[src/rtl/key_conditioner.sv]
// Debounces N active-low board keys and turns them into level, press/release, long-press and auto-repeat events.
// Latency: pressO and levelO are registered and appear DEB_CYCLES+2 edges after keyI first reads low.
// Backpressure: none; every event is a free-running one-cycle pulse.
module key_conditioner #(
    parameter int N_KEYS        = 4,
    parameter int DEB_CYCLES    = 1_000_000,
    parameter int LONG_CYCLES   = 50_000_000,
    parameter int REPEAT_CYCLES = 10_000_000
) (
    input  logic              clkI,
    input  logic              rstnI,
    input  logic [N_KEYS-1:0] keyI,
    output logic [N_KEYS-1:0] levelO,
    output logic [N_KEYS-1:0] pressO,
    output logic [N_KEYS-1:0] releaseO,
    output logic [N_KEYS-1:0] longO,
    output logic [N_KEYS-1:0] repeatO
);

    localparam int HOLD_MAX = (LONG_CYCLES > REPEAT_CYCLES) ? LONG_CYCLES : REPEAT_CYCLES;
    localparam int DEB_W    = $clog2(DEB_CYCLES + 1);
    localparam int HOLD_W   = $clog2(HOLD_MAX + 1);

    localparam logic [DEB_W-1:0]  DEB_LAST    = DEB_W'(DEB_CYCLES - 1);
    localparam logic [HOLD_W-1:0] LONG_LAST   = HOLD_W'(LONG_CYCLES - 1);
    localparam logic [HOLD_W-1:0] REPEAT_LAST = HOLD_W'(REPEAT_CYCLES - 1);

    localparam logic [2:0] ST_IDLE      = 3'd0;
    localparam logic [2:0] ST_DEB_PRESS = 3'd1;
    localparam logic [2:0] ST_PRESSED   = 3'd2;
    localparam logic [2:0] ST_LONG      = 3'd3;
    localparam logic [2:0] ST_DEB_REL   = 3'd4;

    // Inverted on entry so that a cleared synchronizer already means "not pressed".
    logic [N_KEYS-1:0] meta_q, meta_d;
    logic [N_KEYS-1:0] sync_q, sync_d;

    always_comb begin
        meta_d = ~keyI;
        sync_d = meta_q;
    end

    always_ff @(posedge clkI or negedge rstnI) begin
        if (!rstnI) begin
            meta_q <= '0;
            sync_q <= '0;
        end else begin
            meta_q <= meta_d;
            sync_q <= sync_d;
        end
    end

    for (genvar g = 0; g < N_KEYS; g++) begin : g_ch
        logic              s;
        logic [2:0]        state_q, state_d;
        logic [DEB_W-1:0]  deb_q, deb_d;
        logic [HOLD_W-1:0] hold_q, hold_d;
        logic              origin_long_q, origin_long_d;
        logic              level_q, level_d;
        logic              press_q, press_d;
        logic              release_q, release_d;
        logic              long_q, long_d;
        logic              repeat_q, repeat_d;
        logic              held;
        logic              in_long;

        assign s = sync_q[g];

        always_comb begin
            state_d       = state_q;
            deb_d         = deb_q;
            hold_d        = hold_q;
            origin_long_d = origin_long_q;
            level_d       = level_q;
            press_d       = 1'b0;
            release_d     = 1'b0;
            long_d        = 1'b0;
            repeat_d      = 1'b0;
            held          = 1'b0;
            in_long       = (state_q == ST_LONG) ||
                            ((state_q == ST_DEB_REL) && origin_long_q);

            case (state_q)
                ST_IDLE: begin
                    if (s) begin
                        state_d = ST_DEB_PRESS;
                        deb_d   = '0;
                    end
                end
                ST_DEB_PRESS: begin
                    if (!s) begin
                        state_d = ST_IDLE;
                    end else if (deb_q == DEB_LAST) begin
                        state_d = ST_PRESSED;
                        level_d = 1'b1;
                        press_d = 1'b1;
                        hold_d  = '0;
                    end else begin
                        deb_d = deb_q + DEB_W'(1);
                    end
                end
                ST_PRESSED, ST_LONG: begin
                    if (!s) begin
                        state_d       = ST_DEB_REL;
                        origin_long_d = (state_q == ST_LONG);
                        deb_d         = '0;
                    end else begin
                        held = 1'b1;
                    end
                end
                ST_DEB_REL: begin
                    if (s) begin
                        held = 1'b1;
                    end else if (deb_q == DEB_LAST) begin
                        state_d   = ST_IDLE;
                        level_d   = 1'b0;
                        release_d = 1'b1;
                    end else begin
                        deb_d = deb_q + DEB_W'(1);
                    end
                end
                default: begin
                    state_d = ST_IDLE;
                    level_d = 1'b0;
                end
            endcase

            // A bounce that recovers counts as a held sample, so only the low samples are lost.
            if (held) begin
                state_d = in_long ? ST_LONG : ST_PRESSED;
                if (in_long && (hold_q == REPEAT_LAST)) begin
                    repeat_d = 1'b1;
                    hold_d   = '0;
                end else if (!in_long && (hold_q == LONG_LAST)) begin
                    long_d  = 1'b1;
                    hold_d  = '0;
                    state_d = ST_LONG;
                end else begin
                    hold_d = hold_q + HOLD_W'(1);
                end
            end
        end

        always_ff @(posedge clkI or negedge rstnI) begin
            if (!rstnI) begin
                state_q       <= ST_IDLE;
                deb_q         <= '0;
                hold_q        <= '0;
                origin_long_q <= 1'b0;
                level_q       <= 1'b0;
                press_q       <= 1'b0;
                release_q     <= 1'b0;
                long_q        <= 1'b0;
                repeat_q      <= 1'b0;
            end else begin
                state_q       <= state_d;
                deb_q         <= deb_d;
                hold_q        <= hold_d;
                origin_long_q <= origin_long_d;
                level_q       <= level_d;
                press_q       <= press_d;
                release_q     <= release_d;
                long_q        <= long_d;
                repeat_q      <= repeat_d;
            end
        end

        assign levelO[g]   = level_q;
        assign pressO[g]   = press_q;
        assign releaseO[g] = release_q;
        assign longO[g]    = long_q;
        assign repeatO[g]  = repeat_q;
    end

endmodule

[config.mk]
export PLATFORM = sky130hd
export DESIGN_NAME = key_conditioner
export DESIGN_NICKNAME = d
export VERILOG_FILES = /design/src/rtl/key_conditioner.sv
export SDC_FILE = /design/constraint.sdc
export NUM_CORES = 1
export LEC_CHECK = 0
export BUFFER_PORTS_ARGS = -buffer_cell sky130_fd_sc_hd__buf_2
export CORE_UTILIZATION = 40
export DETAILED_ROUTE_END_ITERATION = 6
export SETUP_SLACK_MARGIN = 0.3
export SYNTH_ARGS = -nofsm -noshare
export SYNTH_HDL_FRONTEND = slang
export SYNTH_SLANG_ARGS = --single-unit
[constraint.sdc]
create_clock -name clkI -period 3 [get_ports clkI]
set_input_delay 0.45 -clock clkI [delete_from_list [all_inputs] [get_ports clkI]]
set_output_delay 0.45 -clock clkI [all_outputs]
set_load 0.03 [all_outputs]
==> impl_metrics.tcl, run 1 <==
set metrics [dict create \
    skew_ps 22.3 \
    antenna_found_initial 0 \
    syn_area_um2 12800 \
    async_reset_ff_share_pct 100 \
    dp.cells 1835 \
    hp-start "keyI[0]" \
    holdPathEnd "meta_q[0]" \
    end_kind "flop" \
    synth.distinct_cells 79 \
    status "complete, no violations" \
    n_antenna_cell 0 \
    clock_latency_ps 540 \
    crit_slowest_cell "o41ai_4" \
    critPathKind "flop to flop" \
    initial_utilization_pct 40.7 \
    first_pass_iters 5 \
    required_ps 3410 \
    ir_drop_v 0.000493 \
    grt_max_degree 89 \
    crit_path_start_kind "flop" \
    drt-initial-drc-count 751 \
    powerDensity_nw_per_um2 476 \
    postRouteAntennaNets 0 \
    cts-htree-levels 1 \
    reg2reg_depth 7 \
    vias 11000 \
    die_w_um 181 \
    cap_violations 0 \
    setup_viol 0 \
    p_int_mw 5.28 \
    dp_hpwl_um 19500 \
    r2r-start "g_ch[1].state_q[2]" \
    pwr-share-comb_pct 3.4 \
    nets 1477 \
    syn_inst 1474 \
    cts-buffers-inserted 27 \
    drt-vias-per-instance 5.81 \
    path_cells "and3b_1 -> or2_1 -> o41ai_4 -> a21oi_2 -> buf_12 -> and3_1 -> a221o_1" \
    post_cts_buffers 0 \
    numClockSinks 228 \
    finalHoldViolCount 0 \
    synth-seq-area-share_pct 44.4 \
    stdcell_area_um2 14200 \
    worstPathArrival_ps 2950 \
    hold_class "primary input to flop" \
    clkSlewWorstSetupHoldPaths_ps 60 \
    drive_gt1_share_pct 8.63 \
    rows 65 \
    power_frac_seq_pct 46.8 \
    p_total_mw 6.75 \
    die_area_um2 32800 \
    routedWlPerCell_um 15.5 \
    slowest_delay_ps 560 \
    maxSlewViolCount 0 \
    fmax_mhz 393 \
    grtUsageTotal_pct 17.9 \
    grt_pass1_vias 10200 \
    grt_overflow 0 \
    post_dp_cell_area_um2 13300 \
    synth_ff_type "dfrtp_1" \
    pwr-share-clk_pct 49.9 \
    avgSynthCellArea_um2 8.71 \
    routed_wl_um 29200 \
    whs_ps 47.2 \
    rrSetupSlack_ps 460 \
    syn_to_final_growth_pct 10.6 \
    slew_headroom_pct 44.5 \
    stdcell_count 1885 \
    drcViolationCount 0 \
    finalCriticalPeriod_ps 2540 \
    tightest_slew_ps 832 \
    ys_warn_count 0 \
    rsz0062_at_grt "true" \
    leakagePower_nw 5.94 \
    r2r_end "g_ch[1].hold_q[5]" \
    io_buffer_count 25 \
    post-route-period-util_pct 84.7 \
    chipHeight_um 181 \
    hold_depth 2 \
    swShare_pct 21.8 \
    grt_pass1_wl_um 50300 \
    ys_seq_elements 228 \
    p_switching_mw 1.47 \
    n_fill_cell 3029 \
    clock_path_buffers 3 \
    synth_enable_flop_cells 0 \
    syn-num-nets 1488 \
    cts_tree "yes" \
    place.gp.congestion 0.847 \
    path_max_fanout 23 \
    tns_ps 0 \
    io_pins 26 \
    coreArea_um2 31600 \
    clockRootBuffer "clkbuf_16" \
]
[metal layers]
layer	vias to the layer above	GRT usage (%)	wire [um]	share of wire, %
met5	-	0	0	0
met4	0	3.66	382	1.3
met2	186	29.1	13300	45
met3	34	2.24	1020	3.5
li1	5441	-	-	-
met1	5300	25.4	14500	50
[through the flow]
stage / util, % / worst slack, ps
finish: 45.0 / 458
global route: 45.0 / 279
CTS: 45.0 / 426
detailed placement: 42.0 / 440
global placement: 42.0 / 461
floorplan: - / 691
[synth_stat cells, types with 19 or more instances]
library cell | instances | area (um^2)
dfrtp_1 | 228 | 5710
nand2_1 | 179 | 672
o21ai_0 | 121 | 606
nand3_1 | 111 | 556
nor2_1 | 98 | 368
a21oi_1 | 58 | 290
a31oi_1 | 52 | 325
clkbuf_1 | 50 | 188
and3_1 | 48 | 300
nand4_1 | 45 | 282
nor3_1 | 40 | 200
inv_1 | 37 | 139
or3_1 | 30 | 188
nand2b_1 | 24 | 150
buf_4 | 20 | 150
nor4_1 | 20 | 125
buf_2 | 19 | 95.1
o31ai_1 | 19 | 143
[layout make-up]
class	instances	area (um^2)	share of cell area [%]
Clock inverter	10	154	1.08
Clock buffer	39	761	5.36
Inverter	37	139	0.978
Tap cell	402	503	3.54
Sequential cell	228	5710	40.2
Timing Repair Buffer	53	385	2.71
Multi-Input combinational cell	1116	6550	46.1
[critical path: cells and delay by family, from the launching register on]
kind | cells | cell delay, ps
AOI/OAI and AO/OA | 3 | 1020
and+or+nand+nor | 3 | 660
DFF | 1 | 530
buffers and inverters | 1 | 200
[power by group through the flow]
stage / logic (mW) / registers (mW) / clock network, mW
6_report: 0.227 / 3.16 / 3.37
5_1_grt: 0.263 / 3.16 / 3.60
4_1_cts: 0.234 / 3.16 / 3.47
3_5_place_dp: 0.233 / 3.21 / 0
3_3_place_gp: 0.230 / 3.21 / 0
2_1_floorplan: 0.130 / 3.19 / 0
[repair_timing]
item                       4_1_cts  5_1_grt
setup endpoints to repair        0       10
hold endpoints to repair        82        0
gates resized for setup          0        3
hold buffers                     1        0
[cells by family (layout without fill, tap and decap cells)]
group,count (synthesis),in the layout,synth area share [%]
and+or+nand+nor,715,715,29.8
AOI/OAI and AO/OA,367,367,18.3
DFF,228,228,44.4
buffers and inverters,130,139,4.76
xor gates and xnor gates,15,15,1.02
muxes,11,11,0.906
adders and majority gates,8,8,0.780
[layout by cell type, fill, tap and decap left out, drive strengths merged, types with 8 or more instances in the layout]
| master | netlist | layout |
|---|---|---|
| nor4b | 10 | 10 |
| nor3 | 40 | 40 |
| a221o | 8 | 8 |
| and2 | 13 | 13 |
| o311ai | 12 | 12 |
| nand3 | 112 | 112 |
| nor2 | 98 | 98 |
| a21oi | 60 | 60 |
| nor4bb | 9 | 9 |
| a31oi | 52 | 52 |
| or2 | 9 | 9 |
| dfrtp | 228 | 228 |
| inv | 37 | 38 |
| nor2b | 15 | 15 |
| a21o | 14 | 14 |
| and3 | 49 | 49 |
| or3 | 31 | 31 |
| xnor2 | 8 | 8 |
| and4 | 16 | 16 |
| nor3b | 8 | 8 |
| a211oi | 9 | 9 |
| a22o | 14 | 14 |
| o21ai | 126 | 126 |
| buf | 42 | 52 |
| clkbuf | 51 | 39 |
| o31ai | 19 | 19 |
| ha | 8 | 8 |
| nor4 | 23 | 23 |
| nand2b | 24 | 24 |
| nand4 | 45 | 45 |
| nand2 | 179 | 179 |
[flip-flops by register name, summed over array words and instances, names as in the netlist]
register            count
meta_q                  4
g_ch.deb_q             80
g_ch.hold_q           104
g_ch.state_q           12
g_ch.repeat_q           4
g_ch.level_q            4
sync_q                  4
g_ch.origin_long_q      4
g_ch.release_q          4
g_ch.press_q            4
g_ch.long_q             4
[worst max path at each step]
| stage | startpoint | endpoint | slack (ps) | cells past startpoint |
|---|---|---|---|---|
| after global placement | g_ch[1].deb_q[10] | g_ch[1].hold_q[11] | 460 | 4 |
| after floorplan | g_ch[3].state_q[0] | g_ch[3].hold_q[18] | 690 | 9 |
| final | g_ch[1].state_q[2] | g_ch[1].hold_q[5] | 460 | 7 |
| after global routing | g_ch[1].deb_q[7] | g_ch[1].deb_q[8] | 280 | 6 |
| after CTS | g_ch[1].deb_q[15] | g_ch[1].hold_q[5] | 430 | 4 |
| after detailed placement | g_ch[1].deb_q[10] | g_ch[1].hold_q[11] | 440 | 4 |
Power figures use the tool's default switching activity.
==> run 2, diff against run 1 <==
==> constraint.sdc (replaced) <==
create_clock -name clkI -period 2.4 [get_ports clkI]
set_input_delay 0.36 -clock clkI [delete_from_list [all_inputs] [get_ports clkI]]
set_output_delay 0.36 -clock clkI [all_outputs]
set_load 0.03 [all_outputs]
==> impl_metrics.tcl, run 2 (synthesis results as in run 1) <==
set metrics [dict create \
    status "complete, no violations" \
    io_pins 26 \
    path_max_fanout 5 \
    n_fill_cell 2911 \
    skew_ps 7.22 \
    initial_utilization_pct 40.7 \
    crit_path_start_kind "flop" \
    grt_pass1_vias 10900 \
    grtUsageTotal_pct 18.8 \
    antenna_found_initial 0 \
    hold_class "primary input to asynchronous set/reset pin" \
    clockRootBuffer "clkbuf_16" \
    powerDensity_nw_per_um2 529 \
    die_w_um 181 \
    required_ps 2820 \
    largestRegisters "g_ch.hold_q x104, g_ch.deb_q x80, g_ch.state_q x12" \
    drcViolationCount 0 \
    coreArea_um2 31600 \
    rows 65 \
    post_dp_cell_area_um2 13800 \
    routedWlPerCell_um 16.0 \
    p_switching_mw 1.91 \
    io_buffer_count 25 \
    grt_overflow 0 \
    numClockSinks 228 \
    drt-initial-drc-count 759 \
    routed_wl_um 32100 \
    nets 1606 \
    slew_headroom_pct 57.6 \
    clock_path_buffers 3 \
    cts-htree-levels 1 \
    power_frac_seq_pct 46.3 \
    leakagePower_nw 6.78 \
    drt-vias-per-instance 5.79 \
    setup_viol 0 \
    syn_to_final_growth_pct 25.1 \
    pwr-share-comb_pct 4.6 \
    chipHeight_um 181 \
    drive_gt1_share_pct 23.2 \
    fmax_mhz 454 \
    p_int_mw 6.59 \
    finalHoldViolCount 0 \
    final_cell_mix "210 x dfrtp_1, 175 x nand2_1, 127 x buf_4" \
    pwr-share-clk_pct 49.1 \
    dp_hpwl_um 20300 \
    grt_pass1_wl_um 53000 \
    worstPathArrival_ps 2630 \
    first_pass_iters 5 \
    grt_max_degree 59 \
    cap_violations 0 \
    stdcell_area_um2 16100 \
    cts_tree "yes" \
    regMostFlops "g_ch.hold_q" \
    tightest_slew_ps 632 \
    final_common_cell "dfrtp_1" \
    place.gp.congestion 0.869 \
    n_antenna_cell 0 \
    clkSlewWorstSetupHoldPaths_ps 60 \
    swShare_pct 22.5 \
    die_area_um2 32800 \
    post-route-period-util_pct 91.8 \
    clock_latency_ps 540 \
    p_total_mw 8.50 \
    finalCriticalPeriod_ps 2200 \
    postRouteAntennaNets 0 \
    largest_reg_flops 104 \
    ir_drop_v 0.000499 \
    vias 11600 \
    cts-buffers-inserted 27 \
    critPathKind "flop to flop" \
    maxSlewViolCount 0 \
    end_kind "flop" \
    rsz0062_at_grt "true" \
]
[run 2: critical path, stage by stage, from the launching register on]
cell and delay [ps]:
dfrtp_1 400, ha_4 160, nand3_4 100, or4b_4 520
or4_4 500, and3_1 190, a211o_1 220
[run 2: what timing repair did]
action,CTS,global route
gates resized for setup,72,140
buffers inserted,18,32
hold endpoints to repair,58,0
setup endpoints to repair,141,152
pin swaps,15,50
hold buffers,5,0
gates cloned,3,6
[run 2: worst paths after layout]
kind	startpoint	to	slack, ps	cells after the start
setup / recovery	g_ch[1].hold_q[0]	g_ch[1].hold_q[22]	200	6
setup reg to reg	g_ch[1].hold_q[0]	g_ch[1].hold_q[22]	200	6
hold / removal	rstnI	g_ch[1].hold_q[18]	340	2
min in group clkI	meta_q[0]	sync_q[0]	350	0
max in group asynchronous	rstnI	g_ch[2].deb_q[12]	1300	3
hold reg to reg	meta_q[0]	sync_q[0]	350	0
[run 2: cell type report]
type	count	area (um^2)	area share, %
repair buffers	181	1510	9.38
well taps	402	503	3.13
clock buffers	36	769	4.79
multi-input cells	1117	7280	45.3
flip-flops and latches	228	5730	35.7
clock inverters	10	134	0.833
inverters	37	146	0.911
[run 2: routing by layer]
metal | vias up | share of wire (%) | global-route usage, %
met2 | 198 | 48 | 31.6
met4 | 0 | 1.7 | 4.61
li1 | 5717 | - | -
met3 | 45 | 3.5 | 2.32
met1 | 5688 | 47 | 25.6
met5 | - | 0 | 0
[run 2: power groups by stage]
stage / clock [mW] / sequential [mW] / combinational, mW
2_1_floorplan: 0 / 3.99 / 0.164
3_3_place_gp: 0 / 4.00 / 0.323
3_5_place_dp: 0 / 4.00 / 0.327
4_1_cts: 4.29 / 3.93 / 0.357
5_1_grt: 4.44 / 3.94 / 0.435
6_report: 4.17 / 3.94 / 0.390
[run 2: metrics by stage]
stage | setup slack [ps] | std cells | utilization, % | hold WS, ps | setup TNS (ps)
floorplan | 140 | 1474 | - | 64.4 | 0
CTS | 207 | 1973 | 48.2 | 351 | 0
finish | 198 | 2011 | 50.9 | 338 | 0
global route | 104 | 2011 | 50.9 | 355 | 0
global placement | 7.30 | 1901 | 43.8 | 336 | 0
detailed placement | -59.2 | 1901 | 43.8 | 335 | -96.3
==> run 3, diff against run 2 <==
--- a/config.mk
+++ b/config.mk
@@ -6,6 +6,7 @@
 export NUM_CORES = 1
 export LEC_CHECK = 0
 export BUFFER_PORTS_ARGS = -buffer_cell sky130_fd_sc_hd__buf_2
+export CORE_MARGIN = 1.5
 export CORE_UTILIZATION = 40
 export DETAILED_ROUTE_END_ITERATION = 6
 export SETUP_SLACK_MARGIN = 0.3
==> impl_metrics.tcl, run 3 (synthesis results as in run 1) <==
set metrics [dict create \
    syn_to_final_growth_pct 24.7 \
    die_w_um 182 \
    finalHoldViolCount 0 \
    cap_violations 0 \
    final_cell_mix "217 x dfrtp_1, 174 x nand2_1, 119 x buf_4" \
    cts_tree "yes" \
    vias 11700 \
    clock_path_buffers 3 \
    nets 1604 \
    place.gp.congestion 0.855 \
    p_total_mw 8.24 \
    maxSlewViolCount 0 \
    rrSetupSlack_ps 220 \
    rows 65 \
    largestRegisters "g_ch.hold_q x104, g_ch.deb_q x80, g_ch.state_q x12" \
    coreArea_um2 31600 \
    final_common_cell "dfrtp_1" \
    tightest_slew_ps 638 \
    io_buffer_count 25 \
    leakagePower_nw 6.83 \
    n_fill_cell 2943 \
    dp_hpwl_um 20500 \
    rsz0062_at_grt "true" \
    postRouteAntennaNets 0 \
    grt_max_degree 65 \
    slew_headroom_pct 57.4 \
    drive_gt1_share_pct 23.2 \
    numClockSinks 228 \
    clock_latency_ps 550 \
    grt_overflow 0 \
    layout_setup_ws_ps 219 \
    io_pins 26 \
    ir_drop_v 0.000511 \
    fmax_mhz 458 \
    clkSlewWorstSetupHoldPaths_ps 60 \
    drcViolationCount 0 \
    crit_path_start_kind "flop" \
    first_pass_iters 5 \
    drt-vias-per-instance 5.80 \
    routed_wl_um 32300 \
    hold_class "primary input to asynchronous set/reset pin" \
    clockRootBuffer "clkbuf_16" \
    n_antenna_cell 0 \
    dp_slack_ps -391 \
    grtUsageTotal_pct 18.9 \
    largest_reg_flops 104 \
    die_area_um2 33200 \
    worstPathArrival_ps 2620 \
    routedWlPerCell_um 16.1 \
    finalCriticalPeriod_ps 2180 \
    setup_viol 0 \
    skew_ps 19.2 \
    cts-buffers-inserted 27 \
    end_kind "flop" \
    grt_pass1_vias 10800 \
    grt_pass1_wl_um 53600 \
    chipHeight_um 182 \
    required_ps 2830 \
    critPathKind "flop to flop" \
    powerDensity_nw_per_um2 515 \
    cts-htree-levels 1 \
    path_max_fanout 4 \
    initial_utilization_pct 40.7 \
    antenna_found_initial 0 \
    status "complete, no violations" \
    post-route-period-util_pct 90.9 \
    drt-initial-drc-count 731 \
    regMostFlops "g_ch.hold_q" \
]
## run 3: report_power, final
group / total (mW) / switching, mW / leakage [nW] / internal, mW
registers: 3.94 / 0.0463 / 3.13 / 3.89
logic: 0.397 / 0.248 / 3.28 / 0.149
clock network: 3.91 / 1.62 / 0.415 / 2.29
total: 8.24 / 1.91 / 6.83 / 6.33
## run 3: worst max-delay path: stages, from the launching register on
cell and delay [ps]:
dfrtp_1 420, ha_4 170, nand3_4 80, or4b_4 500, or4_4 490, and3_4 190
a211o_1 210
## run 3: stage by stage
| stage | area [um^2] | utilization (%) | cells | setup TNS (ps) | hold WS, ps |
|---|---|---|---|---|---|
| after CTS | 15100 | 48.0 | 1975 | 0 | 314 |
| after detailed placement | 13800 | 43.8 | 1900 | -2200 | 295 |
| after global placement | 13800 | 43.8 | 1900 | -1260 | 299 |
| after global routing | 16000 | 50.7 | 2011 | 0 | 340 |
| final | 16000 | 50.7 | 2011 | 0 | 309 |
| after floorplan | 12900 | - | 1474 | 0 | 64.4 |
## run 3: final timing paths
path | start | endpoint | depth (start not counted)
setup / recovery | g_ch[1].hold_q[0] | g_ch[1].hold_q[22] | 6
hold / removal | rstnI | g_ch[1].hold_q[25] | 2
setup reg to reg | g_ch[1].hold_q[0] | g_ch[1].hold_q[22] | 6
hold reg to reg | meta_q[3] | sync_q[3] | 0
max in group asynchronous | rstnI | g_ch[0].deb_q[10] | 3
min in group clkI | meta_q[3] | sync_q[3] | 0
## run 3: per-layer routing
metal | track usage (%) | vias up | wire length (um)
li1 | - | 5714 | -
met1 | 26.6 | 5678 | 15300
met2 | 31.3 | 223 | 15100
met3 | 2.57 | 52 | 1250
met4 | 3.77 | 0 | 636
met5 | 0 | - | 0
## run 3: cell type report
class / instances / area [um^2] / area share [%]
Multi-Input combinational cell: 1117 / 7330 / 45.8
Sequential cell: 228 / 5720 / 35.7
Timing Repair Buffer: 179 / 1480 / 9.23
Clock buffer: 37 / 753 / 4.70
Tap cell: 402 / 503 / 3.14
Inverter: 37 / 143 / 0.891
Clock inverter: 11 / 88.8 / 0.555
## run 3: timing repair
item                                   CTS  global route
pin swaps                               14            60
endpoints found under the hold margin   48             0
setup endpoints to repair              125           141
setup buffers                           20            30
gates cloned                             2             6
hold buffers                             5             0
resized for setup                       64           182
